===== src/rtl/vxe_axi4_master_biu_if.sv =====
// Signal bundle between the VxEngine client request/response FIFOs, the BIU and the AXI4 interconnect.
// The master modport is the BIU view; the slave modport is the view of the FIFOs plus the AXI slave.
interface vxe_axi4_master_biu_if #(
  parameter int ADDR_WIDTH = 32,
  parameter int DATA_WIDTH = 32,
  parameter int ID_WIDTH   = 8,
  parameter int CID_WIDTH  = 8
);
  localparam int STRB_WIDTH = DATA_WIDTH / 8;

  logic [ID_WIDTH-1:0]   M_AXI4_AWID;
  logic [ADDR_WIDTH-1:0] M_AXI4_AWADDR;
  logic [7:0]            M_AXI4_AWLEN;
  logic [2:0]            M_AXI4_AWSIZE;
  logic [1:0]            M_AXI4_AWBURST;
  logic                  M_AXI4_AWLOCK;
  logic [3:0]            M_AXI4_AWCACHE;
  logic [2:0]            M_AXI4_AWPROT;
  logic                  M_AXI4_AWVALID;
  logic                  M_AXI4_AWREADY;

  logic [DATA_WIDTH-1:0] M_AXI4_WDATA;
  logic [STRB_WIDTH-1:0] M_AXI4_WSTRB;
  logic                  M_AXI4_WLAST;
  logic                  M_AXI4_WVALID;
  logic                  M_AXI4_WREADY;

  logic [ID_WIDTH-1:0]   M_AXI4_BID;
  logic [1:0]            M_AXI4_BRESP;
  logic                  M_AXI4_BVALID;
  logic                  M_AXI4_BREADY;

  logic [ID_WIDTH-1:0]   M_AXI4_ARID;
  logic [ADDR_WIDTH-1:0] M_AXI4_ARADDR;
  logic [7:0]            M_AXI4_ARLEN;
  logic [2:0]            M_AXI4_ARSIZE;
  logic [1:0]            M_AXI4_ARBURST;
  logic                  M_AXI4_ARLOCK;
  logic [3:0]            M_AXI4_ARCACHE;
  logic [2:0]            M_AXI4_ARPROT;
  logic                  M_AXI4_ARVALID;
  logic                  M_AXI4_ARREADY;

  logic [ID_WIDTH-1:0]   M_AXI4_RID;
  logic [DATA_WIDTH-1:0] M_AXI4_RDATA;
  logic [1:0]            M_AXI4_RRESP;
  logic                  M_AXI4_RLAST;
  logic                  M_AXI4_RVALID;
  logic                  M_AXI4_RREADY;

  logic [CID_WIDTH-1:0]  biu_awcid;
  logic [ADDR_WIDTH-1:0] biu_awaddr;
  logic [DATA_WIDTH-1:0] biu_awdata;
  logic [STRB_WIDTH-1:0] biu_awstrb;
  logic                  biu_awvalid;
  logic                  biu_awpop;

  logic [CID_WIDTH-1:0]  biu_bcid;
  logic [1:0]            biu_bresp;
  logic                  biu_bpush;
  logic                  biu_bready;

  logic [CID_WIDTH-1:0]  biu_arcid;
  logic [ADDR_WIDTH-1:0] biu_araddr;
  logic                  biu_arvalid;
  logic                  biu_arpop;

  logic [CID_WIDTH-1:0]  biu_rcid;
  logic [DATA_WIDTH-1:0] biu_rdata;
  logic [1:0]            biu_rresp;
  logic                  biu_rpush;
  logic                  biu_rready;

  modport master (
    output M_AXI4_AWID, M_AXI4_AWADDR, M_AXI4_AWLEN, M_AXI4_AWSIZE, M_AXI4_AWBURST,
           M_AXI4_AWLOCK, M_AXI4_AWCACHE, M_AXI4_AWPROT, M_AXI4_AWVALID,
    input  M_AXI4_AWREADY,
    output M_AXI4_WDATA, M_AXI4_WSTRB, M_AXI4_WLAST, M_AXI4_WVALID,
    input  M_AXI4_WREADY,
    input  M_AXI4_BID, M_AXI4_BRESP, M_AXI4_BVALID,
    output M_AXI4_BREADY,
    output M_AXI4_ARID, M_AXI4_ARADDR, M_AXI4_ARLEN, M_AXI4_ARSIZE, M_AXI4_ARBURST,
           M_AXI4_ARLOCK, M_AXI4_ARCACHE, M_AXI4_ARPROT, M_AXI4_ARVALID,
    input  M_AXI4_ARREADY,
    input  M_AXI4_RID, M_AXI4_RDATA, M_AXI4_RRESP, M_AXI4_RLAST, M_AXI4_RVALID,
    output M_AXI4_RREADY,
    input  biu_awcid, biu_awaddr, biu_awdata, biu_awstrb, biu_awvalid,
    output biu_awpop,
    output biu_bcid, biu_bresp, biu_bpush,
    input  biu_bready,
    input  biu_arcid, biu_araddr, biu_arvalid,
    output biu_arpop,
    output biu_rcid, biu_rdata, biu_rresp, biu_rpush,
    input  biu_rready
  );

  modport slave (
    input  M_AXI4_AWID, M_AXI4_AWADDR, M_AXI4_AWLEN, M_AXI4_AWSIZE, M_AXI4_AWBURST,
           M_AXI4_AWLOCK, M_AXI4_AWCACHE, M_AXI4_AWPROT, M_AXI4_AWVALID,
    output M_AXI4_AWREADY,
    input  M_AXI4_WDATA, M_AXI4_WSTRB, M_AXI4_WLAST, M_AXI4_WVALID,
    output M_AXI4_WREADY,
    output M_AXI4_BID, M_AXI4_BRESP, M_AXI4_BVALID,
    input  M_AXI4_BREADY,
    input  M_AXI4_ARID, M_AXI4_ARADDR, M_AXI4_ARLEN, M_AXI4_ARSIZE, M_AXI4_ARBURST,
           M_AXI4_ARLOCK, M_AXI4_ARCACHE, M_AXI4_ARPROT, M_AXI4_ARVALID,
    output M_AXI4_ARREADY,
    output M_AXI4_RID, M_AXI4_RDATA, M_AXI4_RRESP, M_AXI4_RLAST, M_AXI4_RVALID,
    input  M_AXI4_RREADY,
    output biu_awcid, biu_awaddr, biu_awdata, biu_awstrb, biu_awvalid,
    input  biu_awpop,
    input  biu_bcid, biu_bresp, biu_bpush,
    output biu_bready,
    output biu_arcid, biu_araddr, biu_arvalid,
    input  biu_arpop,
    input  biu_rcid, biu_rdata, biu_rresp, biu_rpush,
    output biu_rready
  );
endinterface


===== src/rtl/vxe_axi4_master_biu.sv =====
// AXI4 master BIU: single-word client FIFO requests become single-beat AXI4 transactions.
// Write and read paths are independent, each with at most one transaction outstanding.
//
// state  | meaning
// W_IDLE | waiting for a write request; pops the client FIFO in the same cycle
// W_REQ  | AWVALID and WVALID presented, each dropped on its own handshake
// W_RESP | BREADY follows the client FIFO; B handshake pushes the response
// R_IDLE | waiting for a read request; pops the client FIFO in the same cycle
// R_REQ  | ARVALID presented until ARREADY
// R_RESP | RREADY follows the client FIFO; every beat is pushed, RLAST ends it
module vxe_axi4_master_biu #(
  parameter int ADDR_WIDTH = 32,
  parameter int DATA_WIDTH = 32,
  parameter int ID_WIDTH   = 8,
  parameter int CID_WIDTH  = 8
) (
  input logic                   M_AXI4_ACLK,
  input logic                   M_AXI4_ARESET,
  vxe_axi4_master_biu_if.master bus
);
  localparam int STRB_WIDTH = DATA_WIDTH / 8;
  localparam int MAP_WIDTH  = (ID_WIDTH < CID_WIDTH) ? ID_WIDTH : CID_WIDTH;
  localparam logic [2:0] AX_SIZE = 3'($clog2(STRB_WIDTH));

  typedef enum logic [1:0] {
    W_IDLE = 2'd0,
    W_REQ  = 2'd1,
    W_RESP = 2'd2
  } w_state_t;

  typedef enum logic [1:0] {
    R_IDLE = 2'd0,
    R_REQ  = 2'd1,
    R_RESP = 2'd2
  } r_state_t;

  // Client IDs and AXI IDs are zero-extended or truncated in both directions.
  function automatic logic [ID_WIDTH-1:0] cid_to_id(input logic [CID_WIDTH-1:0] cid);
    logic [ID_WIDTH-1:0] id;
    id = '0;
    id[MAP_WIDTH-1:0] = cid[MAP_WIDTH-1:0];
    return id;
  endfunction

  function automatic logic [CID_WIDTH-1:0] id_to_cid(input logic [ID_WIDTH-1:0] id);
    logic [CID_WIDTH-1:0] cid;
    cid = '0;
    cid[MAP_WIDTH-1:0] = id[MAP_WIDTH-1:0];
    return cid;
  endfunction

  w_state_t              w_state, w_state_nxt;
  logic [ID_WIDTH-1:0]   aw_id_q;
  logic [ADDR_WIDTH-1:0] aw_addr_q;
  logic [DATA_WIDTH-1:0] w_data_q;
  logic [STRB_WIDTH-1:0] w_strb_q;
  logic                  awvalid_q;
  logic                  wvalid_q;
  logic                  w_pop;
  logic                  bready_c;
  logic                  b_hs;
  logic                  w_req_done;

  r_state_t              r_state, r_state_nxt;
  logic [ID_WIDTH-1:0]   ar_id_q;
  logic [ADDR_WIDTH-1:0] ar_addr_q;
  logic                  arvalid_q;
  logic                  r_pop;
  logic                  rready_c;
  logic                  r_hs;

  // A channel counts as done if it already handshook or is handshaking this cycle.
  assign w_req_done = (~awvalid_q | bus.M_AXI4_AWREADY) & (~wvalid_q | bus.M_AXI4_WREADY);

  always_ff @(posedge M_AXI4_ACLK or posedge M_AXI4_ARESET) begin
    if (M_AXI4_ARESET) begin
      w_state <= W_IDLE;
    end else begin
      w_state <= w_state_nxt;
    end
  end

  always_comb begin
    w_state_nxt = w_state;
    case (w_state)
      W_IDLE: if (w_pop) w_state_nxt = W_REQ;
      W_REQ:  if (w_req_done) w_state_nxt = W_RESP;
      W_RESP: if (b_hs) w_state_nxt = W_IDLE;
      default: w_state_nxt = W_IDLE;
    endcase
  end

  always_comb begin
    w_pop    = 1'b0;
    bready_c = 1'b0;
    case (w_state)
      W_IDLE: w_pop = bus.biu_awvalid & ~M_AXI4_ARESET;
      W_RESP: bready_c = bus.biu_bready;
      default: ;
    endcase
    b_hs = bus.M_AXI4_BVALID & bready_c;
  end

  always_ff @(posedge M_AXI4_ACLK or posedge M_AXI4_ARESET) begin
    if (M_AXI4_ARESET) begin
      aw_id_q   <= '0;
      aw_addr_q <= '0;
      w_data_q  <= '0;
      w_strb_q  <= '0;
      awvalid_q <= 1'b0;
      wvalid_q  <= 1'b0;
    end else if (w_pop) begin
      aw_id_q   <= cid_to_id(bus.biu_awcid);
      aw_addr_q <= bus.biu_awaddr;
      w_data_q  <= bus.biu_awdata;
      w_strb_q  <= bus.biu_awstrb;
      awvalid_q <= 1'b1;
      wvalid_q  <= 1'b1;
    end else begin
      if (bus.M_AXI4_AWREADY) awvalid_q <= 1'b0;
      if (bus.M_AXI4_WREADY)  wvalid_q  <= 1'b0;
    end
  end

  assign bus.M_AXI4_AWID    = aw_id_q;
  assign bus.M_AXI4_AWADDR  = aw_addr_q;
  assign bus.M_AXI4_AWLEN   = 8'd0;
  assign bus.M_AXI4_AWSIZE  = AX_SIZE;
  assign bus.M_AXI4_AWBURST = 2'b01;
  assign bus.M_AXI4_AWLOCK  = 1'b0;
  assign bus.M_AXI4_AWCACHE = 4'b0000;
  assign bus.M_AXI4_AWPROT  = 3'b000;
  assign bus.M_AXI4_AWVALID = awvalid_q;
  assign bus.M_AXI4_WDATA   = w_data_q;
  assign bus.M_AXI4_WSTRB   = w_strb_q;
  assign bus.M_AXI4_WLAST   = 1'b1;
  assign bus.M_AXI4_WVALID  = wvalid_q;
  assign bus.M_AXI4_BREADY  = bready_c;
  assign bus.biu_awpop      = w_pop;
  assign bus.biu_bpush      = b_hs;
  assign bus.biu_bcid       = id_to_cid(bus.M_AXI4_BID);
  assign bus.biu_bresp      = bus.M_AXI4_BRESP;

  always_ff @(posedge M_AXI4_ACLK or posedge M_AXI4_ARESET) begin
    if (M_AXI4_ARESET) begin
      r_state <= R_IDLE;
    end else begin
      r_state <= r_state_nxt;
    end
  end

  always_comb begin
    r_state_nxt = r_state;
    case (r_state)
      R_IDLE: if (r_pop) r_state_nxt = R_REQ;
      R_REQ:  if (bus.M_AXI4_ARREADY) r_state_nxt = R_RESP;
      R_RESP: if (r_hs && bus.M_AXI4_RLAST) r_state_nxt = R_IDLE;
      default: r_state_nxt = R_IDLE;
    endcase
  end

  always_comb begin
    r_pop    = 1'b0;
    rready_c = 1'b0;
    case (r_state)
      R_IDLE: r_pop = bus.biu_arvalid & ~M_AXI4_ARESET;
      R_RESP: rready_c = bus.biu_rready;
      default: ;
    endcase
    r_hs = bus.M_AXI4_RVALID & rready_c;
  end

  always_ff @(posedge M_AXI4_ACLK or posedge M_AXI4_ARESET) begin
    if (M_AXI4_ARESET) begin
      ar_id_q   <= '0;
      ar_addr_q <= '0;
      arvalid_q <= 1'b0;
    end else if (r_pop) begin
      ar_id_q   <= cid_to_id(bus.biu_arcid);
      ar_addr_q <= bus.biu_araddr;
      arvalid_q <= 1'b1;
    end else if (bus.M_AXI4_ARREADY) begin
      arvalid_q <= 1'b0;
    end
  end

  assign bus.M_AXI4_ARID    = ar_id_q;
  assign bus.M_AXI4_ARADDR  = ar_addr_q;
  assign bus.M_AXI4_ARLEN   = 8'd0;
  assign bus.M_AXI4_ARSIZE  = AX_SIZE;
  assign bus.M_AXI4_ARBURST = 2'b01;
  assign bus.M_AXI4_ARLOCK  = 1'b0;
  assign bus.M_AXI4_ARCACHE = 4'b0000;
  assign bus.M_AXI4_ARPROT  = 3'b000;
  assign bus.M_AXI4_ARVALID = arvalid_q;
  assign bus.M_AXI4_RREADY  = rready_c;
  assign bus.biu_arpop      = r_pop;
  assign bus.biu_rpush      = r_hs;
  assign bus.biu_rcid       = id_to_cid(bus.M_AXI4_RID);
  assign bus.biu_rdata      = bus.M_AXI4_RDATA;
  assign bus.biu_rresp      = bus.M_AXI4_RRESP;
endmodule


===== src/flat_wrapper.sv =====
// flat-port wrapper written by rule: the top's interface ports become plain ports
module vxe_axi4_master_biu_flat 
#(
  parameter int ADDR_WIDTH = 32,
  parameter int DATA_WIDTH = 32,
  parameter int ID_WIDTH   = 8,
  parameter int CID_WIDTH  = 8
)
  (M_AXI4_ACLK, M_AXI4_ARESET, bus_M_AXI4_AWID, bus_M_AXI4_AWADDR, bus_M_AXI4_AWLEN, bus_M_AXI4_AWSIZE, bus_M_AXI4_AWBURST, bus_M_AXI4_AWLOCK, bus_M_AXI4_AWCACHE, bus_M_AXI4_AWPROT, bus_M_AXI4_AWVALID, bus_M_AXI4_AWREADY, bus_M_AXI4_WDATA, bus_M_AXI4_WSTRB, bus_M_AXI4_WLAST, bus_M_AXI4_WVALID, bus_M_AXI4_WREADY, bus_M_AXI4_BID, bus_M_AXI4_BRESP, bus_M_AXI4_BVALID, bus_M_AXI4_BREADY, bus_M_AXI4_ARID, bus_M_AXI4_ARADDR, bus_M_AXI4_ARLEN, bus_M_AXI4_ARSIZE, bus_M_AXI4_ARBURST, bus_M_AXI4_ARLOCK, bus_M_AXI4_ARCACHE, bus_M_AXI4_ARPROT, bus_M_AXI4_ARVALID, bus_M_AXI4_ARREADY, bus_M_AXI4_RID, bus_M_AXI4_RDATA, bus_M_AXI4_RRESP, bus_M_AXI4_RLAST, bus_M_AXI4_RVALID, bus_M_AXI4_RREADY, bus_biu_awcid, bus_biu_awaddr, bus_biu_awdata, bus_biu_awstrb, bus_biu_awvalid, bus_biu_awpop, bus_biu_bcid, bus_biu_bresp, bus_biu_bpush, bus_biu_bready, bus_biu_arcid, bus_biu_araddr, bus_biu_arvalid, bus_biu_arpop, bus_biu_rcid, bus_biu_rdata, bus_biu_rresp, bus_biu_rpush, bus_biu_rready);
  vxe_axi4_master_biu_if #(.ADDR_WIDTH(ADDR_WIDTH), .DATA_WIDTH(DATA_WIDTH), .ID_WIDTH(ID_WIDTH), .CID_WIDTH(CID_WIDTH)) bus_i ();
  input logic M_AXI4_ACLK;
  input logic M_AXI4_ARESET;
  output wire logic [$bits(bus_i.M_AXI4_AWID)-1:0] bus_M_AXI4_AWID;
  output wire logic [$bits(bus_i.M_AXI4_AWADDR)-1:0] bus_M_AXI4_AWADDR;
  output wire logic [$bits(bus_i.M_AXI4_AWLEN)-1:0] bus_M_AXI4_AWLEN;
  output wire logic [$bits(bus_i.M_AXI4_AWSIZE)-1:0] bus_M_AXI4_AWSIZE;
  output wire logic [$bits(bus_i.M_AXI4_AWBURST)-1:0] bus_M_AXI4_AWBURST;
  output wire logic [$bits(bus_i.M_AXI4_AWLOCK)-1:0] bus_M_AXI4_AWLOCK;
  output wire logic [$bits(bus_i.M_AXI4_AWCACHE)-1:0] bus_M_AXI4_AWCACHE;
  output wire logic [$bits(bus_i.M_AXI4_AWPROT)-1:0] bus_M_AXI4_AWPROT;
  output wire logic [$bits(bus_i.M_AXI4_AWVALID)-1:0] bus_M_AXI4_AWVALID;
  input wire logic [$bits(bus_i.M_AXI4_AWREADY)-1:0] bus_M_AXI4_AWREADY;
  output wire logic [$bits(bus_i.M_AXI4_WDATA)-1:0] bus_M_AXI4_WDATA;
  output wire logic [$bits(bus_i.M_AXI4_WSTRB)-1:0] bus_M_AXI4_WSTRB;
  output wire logic [$bits(bus_i.M_AXI4_WLAST)-1:0] bus_M_AXI4_WLAST;
  output wire logic [$bits(bus_i.M_AXI4_WVALID)-1:0] bus_M_AXI4_WVALID;
  input wire logic [$bits(bus_i.M_AXI4_WREADY)-1:0] bus_M_AXI4_WREADY;
  input wire logic [$bits(bus_i.M_AXI4_BID)-1:0] bus_M_AXI4_BID;
  input wire logic [$bits(bus_i.M_AXI4_BRESP)-1:0] bus_M_AXI4_BRESP;
  input wire logic [$bits(bus_i.M_AXI4_BVALID)-1:0] bus_M_AXI4_BVALID;
  output wire logic [$bits(bus_i.M_AXI4_BREADY)-1:0] bus_M_AXI4_BREADY;
  output wire logic [$bits(bus_i.M_AXI4_ARID)-1:0] bus_M_AXI4_ARID;
  output wire logic [$bits(bus_i.M_AXI4_ARADDR)-1:0] bus_M_AXI4_ARADDR;
  output wire logic [$bits(bus_i.M_AXI4_ARLEN)-1:0] bus_M_AXI4_ARLEN;
  output wire logic [$bits(bus_i.M_AXI4_ARSIZE)-1:0] bus_M_AXI4_ARSIZE;
  output wire logic [$bits(bus_i.M_AXI4_ARBURST)-1:0] bus_M_AXI4_ARBURST;
  output wire logic [$bits(bus_i.M_AXI4_ARLOCK)-1:0] bus_M_AXI4_ARLOCK;
  output wire logic [$bits(bus_i.M_AXI4_ARCACHE)-1:0] bus_M_AXI4_ARCACHE;
  output wire logic [$bits(bus_i.M_AXI4_ARPROT)-1:0] bus_M_AXI4_ARPROT;
  output wire logic [$bits(bus_i.M_AXI4_ARVALID)-1:0] bus_M_AXI4_ARVALID;
  input wire logic [$bits(bus_i.M_AXI4_ARREADY)-1:0] bus_M_AXI4_ARREADY;
  input wire logic [$bits(bus_i.M_AXI4_RID)-1:0] bus_M_AXI4_RID;
  input wire logic [$bits(bus_i.M_AXI4_RDATA)-1:0] bus_M_AXI4_RDATA;
  input wire logic [$bits(bus_i.M_AXI4_RRESP)-1:0] bus_M_AXI4_RRESP;
  input wire logic [$bits(bus_i.M_AXI4_RLAST)-1:0] bus_M_AXI4_RLAST;
  input wire logic [$bits(bus_i.M_AXI4_RVALID)-1:0] bus_M_AXI4_RVALID;
  output wire logic [$bits(bus_i.M_AXI4_RREADY)-1:0] bus_M_AXI4_RREADY;
  input wire logic [$bits(bus_i.biu_awcid)-1:0] bus_biu_awcid;
  input wire logic [$bits(bus_i.biu_awaddr)-1:0] bus_biu_awaddr;
  input wire logic [$bits(bus_i.biu_awdata)-1:0] bus_biu_awdata;
  input wire logic [$bits(bus_i.biu_awstrb)-1:0] bus_biu_awstrb;
  input wire logic [$bits(bus_i.biu_awvalid)-1:0] bus_biu_awvalid;
  output wire logic [$bits(bus_i.biu_awpop)-1:0] bus_biu_awpop;
  output wire logic [$bits(bus_i.biu_bcid)-1:0] bus_biu_bcid;
  output wire logic [$bits(bus_i.biu_bresp)-1:0] bus_biu_bresp;
  output wire logic [$bits(bus_i.biu_bpush)-1:0] bus_biu_bpush;
  input wire logic [$bits(bus_i.biu_bready)-1:0] bus_biu_bready;
  input wire logic [$bits(bus_i.biu_arcid)-1:0] bus_biu_arcid;
  input wire logic [$bits(bus_i.biu_araddr)-1:0] bus_biu_araddr;
  input wire logic [$bits(bus_i.biu_arvalid)-1:0] bus_biu_arvalid;
  output wire logic [$bits(bus_i.biu_arpop)-1:0] bus_biu_arpop;
  output wire logic [$bits(bus_i.biu_rcid)-1:0] bus_biu_rcid;
  output wire logic [$bits(bus_i.biu_rdata)-1:0] bus_biu_rdata;
  output wire logic [$bits(bus_i.biu_rresp)-1:0] bus_biu_rresp;
  output wire logic [$bits(bus_i.biu_rpush)-1:0] bus_biu_rpush;
  input wire logic [$bits(bus_i.biu_rready)-1:0] bus_biu_rready;
  assign bus_M_AXI4_AWID = bus_i.M_AXI4_AWID;
  assign bus_M_AXI4_AWADDR = bus_i.M_AXI4_AWADDR;
  assign bus_M_AXI4_AWLEN = bus_i.M_AXI4_AWLEN;
  assign bus_M_AXI4_AWSIZE = bus_i.M_AXI4_AWSIZE;
  assign bus_M_AXI4_AWBURST = bus_i.M_AXI4_AWBURST;
  assign bus_M_AXI4_AWLOCK = bus_i.M_AXI4_AWLOCK;
  assign bus_M_AXI4_AWCACHE = bus_i.M_AXI4_AWCACHE;
  assign bus_M_AXI4_AWPROT = bus_i.M_AXI4_AWPROT;
  assign bus_M_AXI4_AWVALID = bus_i.M_AXI4_AWVALID;
  assign bus_i.M_AXI4_AWREADY = bus_M_AXI4_AWREADY;
  assign bus_M_AXI4_WDATA = bus_i.M_AXI4_WDATA;
  assign bus_M_AXI4_WSTRB = bus_i.M_AXI4_WSTRB;
  assign bus_M_AXI4_WLAST = bus_i.M_AXI4_WLAST;
  assign bus_M_AXI4_WVALID = bus_i.M_AXI4_WVALID;
  assign bus_i.M_AXI4_WREADY = bus_M_AXI4_WREADY;
  assign bus_i.M_AXI4_BID = bus_M_AXI4_BID;
  assign bus_i.M_AXI4_BRESP = bus_M_AXI4_BRESP;
  assign bus_i.M_AXI4_BVALID = bus_M_AXI4_BVALID;
  assign bus_M_AXI4_BREADY = bus_i.M_AXI4_BREADY;
  assign bus_M_AXI4_ARID = bus_i.M_AXI4_ARID;
  assign bus_M_AXI4_ARADDR = bus_i.M_AXI4_ARADDR;
  assign bus_M_AXI4_ARLEN = bus_i.M_AXI4_ARLEN;
  assign bus_M_AXI4_ARSIZE = bus_i.M_AXI4_ARSIZE;
  assign bus_M_AXI4_ARBURST = bus_i.M_AXI4_ARBURST;
  assign bus_M_AXI4_ARLOCK = bus_i.M_AXI4_ARLOCK;
  assign bus_M_AXI4_ARCACHE = bus_i.M_AXI4_ARCACHE;
  assign bus_M_AXI4_ARPROT = bus_i.M_AXI4_ARPROT;
  assign bus_M_AXI4_ARVALID = bus_i.M_AXI4_ARVALID;
  assign bus_i.M_AXI4_ARREADY = bus_M_AXI4_ARREADY;
  assign bus_i.M_AXI4_RID = bus_M_AXI4_RID;
  assign bus_i.M_AXI4_RDATA = bus_M_AXI4_RDATA;
  assign bus_i.M_AXI4_RRESP = bus_M_AXI4_RRESP;
  assign bus_i.M_AXI4_RLAST = bus_M_AXI4_RLAST;
  assign bus_i.M_AXI4_RVALID = bus_M_AXI4_RVALID;
  assign bus_M_AXI4_RREADY = bus_i.M_AXI4_RREADY;
  assign bus_i.biu_awcid = bus_biu_awcid;
  assign bus_i.biu_awaddr = bus_biu_awaddr;
  assign bus_i.biu_awdata = bus_biu_awdata;
  assign bus_i.biu_awstrb = bus_biu_awstrb;
  assign bus_i.biu_awvalid = bus_biu_awvalid;
  assign bus_biu_awpop = bus_i.biu_awpop;
  assign bus_biu_bcid = bus_i.biu_bcid;
  assign bus_biu_bresp = bus_i.biu_bresp;
  assign bus_biu_bpush = bus_i.biu_bpush;
  assign bus_i.biu_bready = bus_biu_bready;
  assign bus_i.biu_arcid = bus_biu_arcid;
  assign bus_i.biu_araddr = bus_biu_araddr;
  assign bus_i.biu_arvalid = bus_biu_arvalid;
  assign bus_biu_arpop = bus_i.biu_arpop;
  assign bus_biu_rcid = bus_i.biu_rcid;
  assign bus_biu_rdata = bus_i.biu_rdata;
  assign bus_biu_rresp = bus_i.biu_rresp;
  assign bus_biu_rpush = bus_i.biu_rpush;
  assign bus_i.biu_rready = bus_biu_rready;
  vxe_axi4_master_biu #(.ADDR_WIDTH(ADDR_WIDTH), .DATA_WIDTH(DATA_WIDTH), .ID_WIDTH(ID_WIDTH), .CID_WIDTH(CID_WIDTH)) u_core (.M_AXI4_ACLK(M_AXI4_ACLK), .M_AXI4_ARESET(M_AXI4_ARESET), .bus(bus_i));
endmodule

===== config.mk =====
export PLATFORM = sky130hd
export DESIGN_NAME = vxe_axi4_master_biu_flat
export DESIGN_NICKNAME = d
export VERILOG_FILES = /design/src/rtl/vxe_axi4_master_biu_if.sv /design/src/rtl/vxe_axi4_master_biu.sv /design/src/flat_wrapper.sv
export SDC_FILE = /design/constraint.sdc
export NUM_CORES = 1
export LEC_CHECK = 0
export CORE_AREA = 3 3 154 156
export CTS_CLUSTER_SIZE = 30
export DETAILED_ROUTE_END_ITERATION = 7
export DIE_AREA = 0 0 157 159
export DONT_BUFFER_PORTS = 1
export SYNTH_ARGS = -nofsm -noshare
export SYNTH_HDL_FRONTEND = slang
export SYNTH_SLANG_ARGS = --single-unit

===== constraint.sdc =====
create_clock -name M_AXI4_ACLK -period 5.4 [get_ports M_AXI4_ACLK]
set_input_delay 1.08 -clock M_AXI4_ACLK [delete_from_list [all_inputs] [get_ports M_AXI4_ACLK]]
set_output_delay 1.08 -clock M_AXI4_ACLK [all_outputs]
set_load 0.05 [all_outputs]

# After elaboration in Yosys (flattened, before gate mapping)
# Index checks and enable logic that the tools add are counted.
# Widths: inputs -> output; s select.
# classes
addsub	0
mul	0
n_div	0
order_cmp	0
n_eq_ne	10
shift	0
mux	18
n_bitwise	10
n_reduce_logical	8
# ops
operator	n
$mux 2	6
$pmux 2 s3	2
$mux 1	10
$ne 2x2->1 const B	4
$reduce_and 3->1	2
$reduce_bool 2->1	3
$and 1x1->1	5
$eq 2x1->1 const B	2
$eq 2x2->1 const B	2
$logic_not 2->1	2
$ne 2x1->1 const B	2
$not 1->1	3
$or 1x1->1	2
$logic_and 1x1->1	1
# word_totals
register_bits	123
latchBits	0
ram_bits	0
romBits	0
in_bits	180
output_inout_bits	220
mem_count	0

# Longest topological paths before layout
# Gate-level depths: netlist of the first run.
# depth
ltp_word	6
depth_mapped	3

# Worst setup path before layout of the first run
# Ideal clock, no wire load.
# synth_path
path_type	input to output
startpoint	input port bus_M_AXI4_BVALID
endpoint	output port bus_biu_bpush
arrival_time_ns	2.299
required_ns	4.320
setup_slack_ns	2.021
cell_stages	2
n_path_buf	0
path_cell_list	nand2_1 > nor3b_1
# synth_between
elab_chain_len	1
# synth_rtl
element	line_no	text
from (decl)	flat_wrapper.sv:30	input wire logic [$bits(bus_i.M_AXI4_BVALID)-1:0] bus_M_AXI4_BVALID;
$and 1x1->1	vxe_axi4_master_biu.sv:101	b_hs = bus.M_AXI4_BVALID & bready_c;
to (decl)	flat_wrapper.sv:56	output wire logic [$bits(bus_i.biu_bpush)-1:0] bus_biu_bpush;
# Every way passes these cells.

# Final worst setup path of the first run
# Same ends and word-level chain as after synthesis.

==> results of run 1 <==
flip-flops by register name, summed over array words and instances, names as in the netlist:
register	cells
u_core.bus.M_AXI4_ARID	8
u_core.bus.M_AXI4_ARVALID	1
u_core.bus.M_AXI4_AWID	8
u_core.bus.M_AXI4_WSTRB	4
u_core.r_state	2
u_core.w_state	2
u_core.bus.M_AXI4_AWADDR	32
u_core.bus.M_AXI4_WDATA	32
u_core.bus.M_AXI4_AWVALID	1
u_core.bus.M_AXI4_WVALID	1
u_core.bus.M_AXI4_ARADDR	32
per-stage QoR:
step	power (mW)	worst slack, ps
after global routing	5.329	2278
after detailed placement	4.052	2279
after global placement	4.002	2279
after CTS	5.180	2278
after floorplan	3.977	1049
final	5.111	2297
tightest hold or removal path, stage by stage, from the launching register on:
cell	delay, ps
dfrtp_1	430
nand2_1	80
o22ai_1	70
cell type report:
class / instances / area, um2
multi-input cells: 182 / 1650
clock inverters: 10 / 118.9
inverters: 2 / 10.01
well taps: 285 / 356.6
flip-flops and latches: 123 / 3078
fillers: 2299 / 16800
clock buffers: 20 / 456.7
repair buffers: 4 / 30.03
metal layers:
| metal | GRT usage [%] | vias to the layer above | share of wire (%) |
|---|---|---|---|
| li1 | - | 1039 | - |
| met1 | 8.316 | 1214 | 32 |
| met2 | 16.82 | 236 | 54 |
| met3 | 4.893 | 18 | 12 |
| met4 | 4.059 | 0 | 2.0 |
| met5 | 0 | - | 0 |
layout by cell type, fill, tap and decap left out, types with 2 or more instances in the layout:
cell type / n
clkinv_2: 2
mux2_2: 106
nand2_1: 3
conb_1: 43
clkbuf_16: 17
nor4b_4: 2
mux2_1: 10
a21o_1: 2
clkinv_4: 2
nand2b_1: 5
clkinvlp_4: 3
dfrtp_1: 123
clkbuf_8: 2
bufinv_16: 2
nor2b_1: 2
buf_4: 4
power by group through the flow:
stage / Sequential, mW / Combinational [mW] / Clock [mW]
final: 3.32 / 0.683 / 1.10
after global routing: 3.39 / 0.751 / 1.19
after CTS: 3.34 / 0.696 / 1.14
after detailed placement: 3.35 / 0.701 / 0
after global placement: 3.35 / 0.653 / 0
after floorplan: 3.22 / 0.755 / 0
worst max-delay path by stage:
stage,startpoint,cells after the start,slack [ps],to
after detailed placement,bus_M_AXI4_BVALID,2,2280,bus_biu_bpush
after global routing,bus_M_AXI4_BVALID,2,2280,bus_biu_bpush
final,bus_M_AXI4_BVALID,2,2300,bus_biu_bpush
after CTS,bus_M_AXI4_BVALID,2,2280,bus_biu_bpush
after global placement,bus_M_AXI4_BVALID,2,2280,bus_biu_bpush
after floorplan,M_AXI4_ARESET,1,1050,u_core.bus.M_AXI4_ARADDR[0]
logic make-up (layout without fill, tap and decap cells):
group / count (synthesis) / after routing
other cells: 2 / 43
compound gates: 5 / 5
simple gates: 18 / 18
flops: 123 / 123
mux: 116 / 116
buf+inv: 109 / 36
==> results.json, run 1 <==
{
  "clock_latency_ps": 400,
  "wl_um": 11930,
  "die_area_mm2": 0.02496,
  "holdPathStages": 2,
  "r2r-end": "u_core.bus.M_AXI4_AWADDR[8]",
  "avgSynthCellArea_um2": 14.45,
  "hold_violations": 0,
  "cpPeakStageDelay_ps": 860,
  "antenna_found_initial": 0,
  "relSlewSlack_pct": 29.71,
  "whs_ps": 617.5,
  "dp.final_hpwl_um": 9329,
  "vias": 2507,
  "p_clk_share_pct": 21.6,
  "cts_resized": 0,
  "ctsHoldBuffers": 0,
  "cts_num_sinks": 123,
  "outcome": "finished, final reports clean",
  "numCtsBuffers": 17,
  "grt_max_degree": 78,
  "crit_path_max_fanout": 2,
  "setup_violations": 0,
  "fmax_mhz": 322.2,
  "power.leakage_nw": 2.428,
  "hp-class": "reg2reg",
  "root_buffer": "clkbuf_16",
  "synthArstFlopShare_pct": 100.0,
  "synth-xor-area-share_pct": 0,
  "synth_compound_area_share_pct": 0.6501,
  "finClkSkew_ps": 6.477,
  "critPathTopFamily": "simple AND/OR/NAND/NOR gates",
  "syn_area_mm2": 0.005389,
  "p_comb_share_pct": 13.4,
  "clkSlewWorstSetupHoldPaths_ps": 50,
  "dpl-instance-area_mm2": 0.005125,
  "utilization_pct": 25.33,
  "grt_usage_pct": 9.228,
  "p_sw_share_pct": 52.36,
  "netlist_instances": 373,
  "fp.dieW_um": 157,
  "ys.flop_type": "dfrtp_1",
  "critPathKind": "in2out",
  "cts_buffer_depth": 2,
  "rr_worst_depth": 3,
  "synth.largest_area_cell": "dfrtp_1",
  "worst_pin_slew_ps": 1050,
  "synth_top_family_by_area": "multiplexers",
  "die_h_um": 159,
  "r2r-start": "u_core.w_state[0]",
  "remaining_drc_errors": 0,
  "gp_congestion": 0.7074,
  "wire_per_inst_um": 19.06,
  "drt_pass1_iterations": 4,
  "synth_top_area_share_pct": 57.12,
  "layout-drive-gt1-share_pct": 42.23,
  "p_int_mw": 2.435,
  "hold_start": "u_core.w_state[1]",
  "dp.cells": 596,
  "fin_cells": 626,
  "power_density_mw_per_mm2": 896.6,
  "area_growth_pct": 5.781,
  "end_kind": "output pin",
  "regToRegSetupSlack_ps": 2990,
  "grt_pass1_wl_um": 17060,
  "synth_seq_cells": 123,
  "max-vdd-ir-drop_uv": 289.3,
  "diodes": 0,
  "synth-seq-area-share_pct": 57.12,
  "rsz0062_at_grt": "no",
  "power.sequential.fraction_pct": 65.0,
  "drt_iter0_drc": 56,
  "io_buffers": 0,
  "post-route-period-util_pct": 57.47,
  "grt_overflow": 0,
  "synth_most_common_cell": "dfrtp_1",
  "switching_power_mw": 2.676,
  "pin_count": 400,
  "cp-start-kind": "input pin",
  "cts_tree": "done",
  "stdcell_area_mm2": 0.005700,
  "maxCapViolCount": 0,
  "period_minus_slack_ps": 3103,
  "synth.area.top_cells": "dfrtp_1, mux2_2, buf_4",
  "hold_end": "u_core.w_state[1]",
  "core-area_mm2": 0.02250,
  "final_nets": 510,
  "synth-edff-count": 0,
  "drv_slew": 0,
  "drtAntennaViolNets": 0,
  "yosys.area_share.simple_pct": 2.647,
  "slowest_stage": "nor3b_2",
  "critPathArrivalTime_ps": 2020,
  "fin_tns_setup_ps": 0,
  "path_buf_inv": 0,
  "synth_cell_type_count": 22,
  "htreeDepth": 4,
  "grt_pass1_vias": 2926,
  "worstPathCellList": "nand2_1 > nor3b_2",
  "via_per_inst": 4.005,
  "yosys_warnings": 0,
  "post_cts_buffers": 0,
  "synthAdderAreaFrac_pct": 0,
  "crit_required_ps": 4320,
  "synth_top_cells_by_count": "dfrtp_1, mux2_2, buf_4, mux2_1",
  "num_rows": 55,
  "start_util_pct": 23.95,
  "synth_mux_area_share_pct": 24.24
}
No activity file was read; power rests on OpenSTA's default activity.
==> inputs of run 2 (changes only) <==
- clock period: 5.4 -> 2.5 ns (I/O delays scaled with it)
==> results.json, run 2 (synthesis gave the netlist of run 1 again) <==
{
  "drt_iter0_drc": 37,
  "final_nets": 513,
  "max-vdd-ir-drop_uv": 663.4,
  "hp-class": "in2async",
  "regToRegSetupSlack_ps": 700,
  "remaining_drc_errors": 0,
  "via_per_inst": 4.006,
  "outcome": "finished, final reports clean",
  "diodes": 0,
  "cts_tree": "done",
  "pre_cts_ws_ps": 630.1,
  "drtAntennaViolNets": 0,
  "post-route-period-util_pct": 88.94,
  "wl_um": 11370,
  "drv_slew": 0,
  "die_h_um": 159,
  "vias": 2528,
  "start_util_pct": 23.95,
  "antenna_found_initial": 0,
  "die_area_mm2": 0.02496,
  "root_buffer": "clkbuf_16",
  "hold_violations": 0,
  "rsz0062_at_grt": "no",
  "numCtsBuffers": 17,
  "setup_violations": 0,
  "r2r-end": "u_core.bus.M_AXI4_AWADDR[12]",
  "clock_latency_ps": 400,
  "critPathKind": "reg2out",
  "clkSlewWorstSetupHoldPaths_ps": 60,
  "num_rows": 55,
  "critPathArrivalTime_ps": 1720,
  "maxCapViolCount": 0,
  "dp.final_hpwl_um": 8511,
  "post_cts_buffers": 0,
  "rr_worst_depth": 3,
  "period_minus_slack_ps": 2224,
  "fp.dieW_um": 157,
  "wire_per_inst_um": 18.03,
  "grt_max_degree": 124,
  "grt_pass1_vias": 2833,
  "ctsHoldBuffers": 0,
  "crit_required_ps": 2000,
  "whs_ps": 138.2,
  "r2r-start": "u_core.w_state[0]",
  "cts_resized": 0,
  "fin_tns_setup_ps": 0,
  "layout_common_cells": "dfrtp_1, mux2_2, conb_1",
  "power_density_mw_per_mm2": 1910,
  "layout_commonest_cell": "dfrtp_1",
  "area_growth_pct": 6.594,
  "crit_path_max_fanout": 10,
  "cts_num_sinks": 123,
  "worst_pin_slew_ps": 631.1,
  "finClkSkew_ps": 9.947,
  "layout-drive-gt1-share_pct": 43.35,
  "total_power_mw": 10.97,
  "end_kind": "output pin",
  "gp_congestion": 0.7236,
  "htreeDepth": 4,
  "pin_count": 400,
  "cts_buffer_depth": 2,
  "drt_pass1_iterations": 4,
  "io_buffers": 0,
  "grt_usage_pct": 8.785,
  "fmax_mhz": 449.7,
  "cp-start-kind": "register",
  "core-area_mm2": 0.02250,
  "layout_setup_ws_ps": 276.4,
  "grt_overflow": 0,
  "grt_pass1_wl_um": 16470,
  "power.leakage_nw": 2.447,
  "relSlewSlack_pct": 57.93
}
==> run 2: cell count changes in the layout (fill, tap and decap cells not counted), sizes merged <==
cell    previous run  this run
buf                4         7
clkinv             4         5
clkbuf            20        17
inv                3         9
bufinv             2         0
==> run 2: worst max-delay path by stage <==
stage | from | end | slack [ps] | cells past startpoint
2_1_floorplan | bus_M_AXI4_BVALID | bus_biu_bpush | 280 | 2
3_3_place_gp | M_AXI4_ARESET | bus_biu_awpop | 670 | 2
3_5_place_dp | M_AXI4_ARESET | bus_biu_awpop | 630 | 2
4_1_cts | u_core.w_state[0] | bus_biu_awpop | 210 | 2
5_1_grt | u_core.w_state[0] | bus_biu_awpop | 170 | 2
6_report | u_core.w_state[0] | bus_biu_awpop | 280 | 2
==> run 2: routing by layer <==
| metal | up-vias | wire, um | track usage [%] |
|---|---|---|---|
| met1 | 1231 | 3674 | 7.951 |
| li1 | 1045 | - | - |
| met4 | 0 | 295 | 4.337 |
| met3 | 21 | 1289 | 4.702 |
| met5 | - | 0 | 0 |
| met2 | 231 | 6114 | 15.71 |
==> run 2: metrics by stage <==
stage | util [%] | instance area (um2) | std cells
4_1_cts | 25.53 | 5744 | 631
3_3_place_gp | 23.05 | 5186 | 599
3_5_place_dp | 23.05 | 5186 | 599
6_report | 25.53 | 5744 | 631
5_1_grt | 25.53 | 5744 | 631
2_1_floorplan | - | 5547 | 414
==> run 2: where the power goes <==
group          leakage, nW  internal [mW]  switching (mW)
logic                0.722          0.853           0.641
registers             1.45           2.92            4.26
clock network        0.271           1.31           0.995
==> run 2: final cells by class <==
cell class,instances,area [um2]
multi-input cells,182,1650
flip-flops and latches,123,3078
inverters,2,11.26
repair buffers,7,90.09
clock inverters,15,132.6
well taps,285,356.6
fillers,2282,16760
clock buffers,17,425.4
==> run 2: worst max-delay path, cell delays in order (launching register included) <==
cell and delay, ps:
dfrtp_1 450, nor4b_4 500, buf_4 360
==> inputs of run 3 (changes only) <==
- SETUP_SLACK_MARGIN: default -> 0.05
- TNS_END_PERCENT: default -> 5
==> results of run 3 <==
Same layout as run 2: the final DEF is identical, and so are final timing and power.
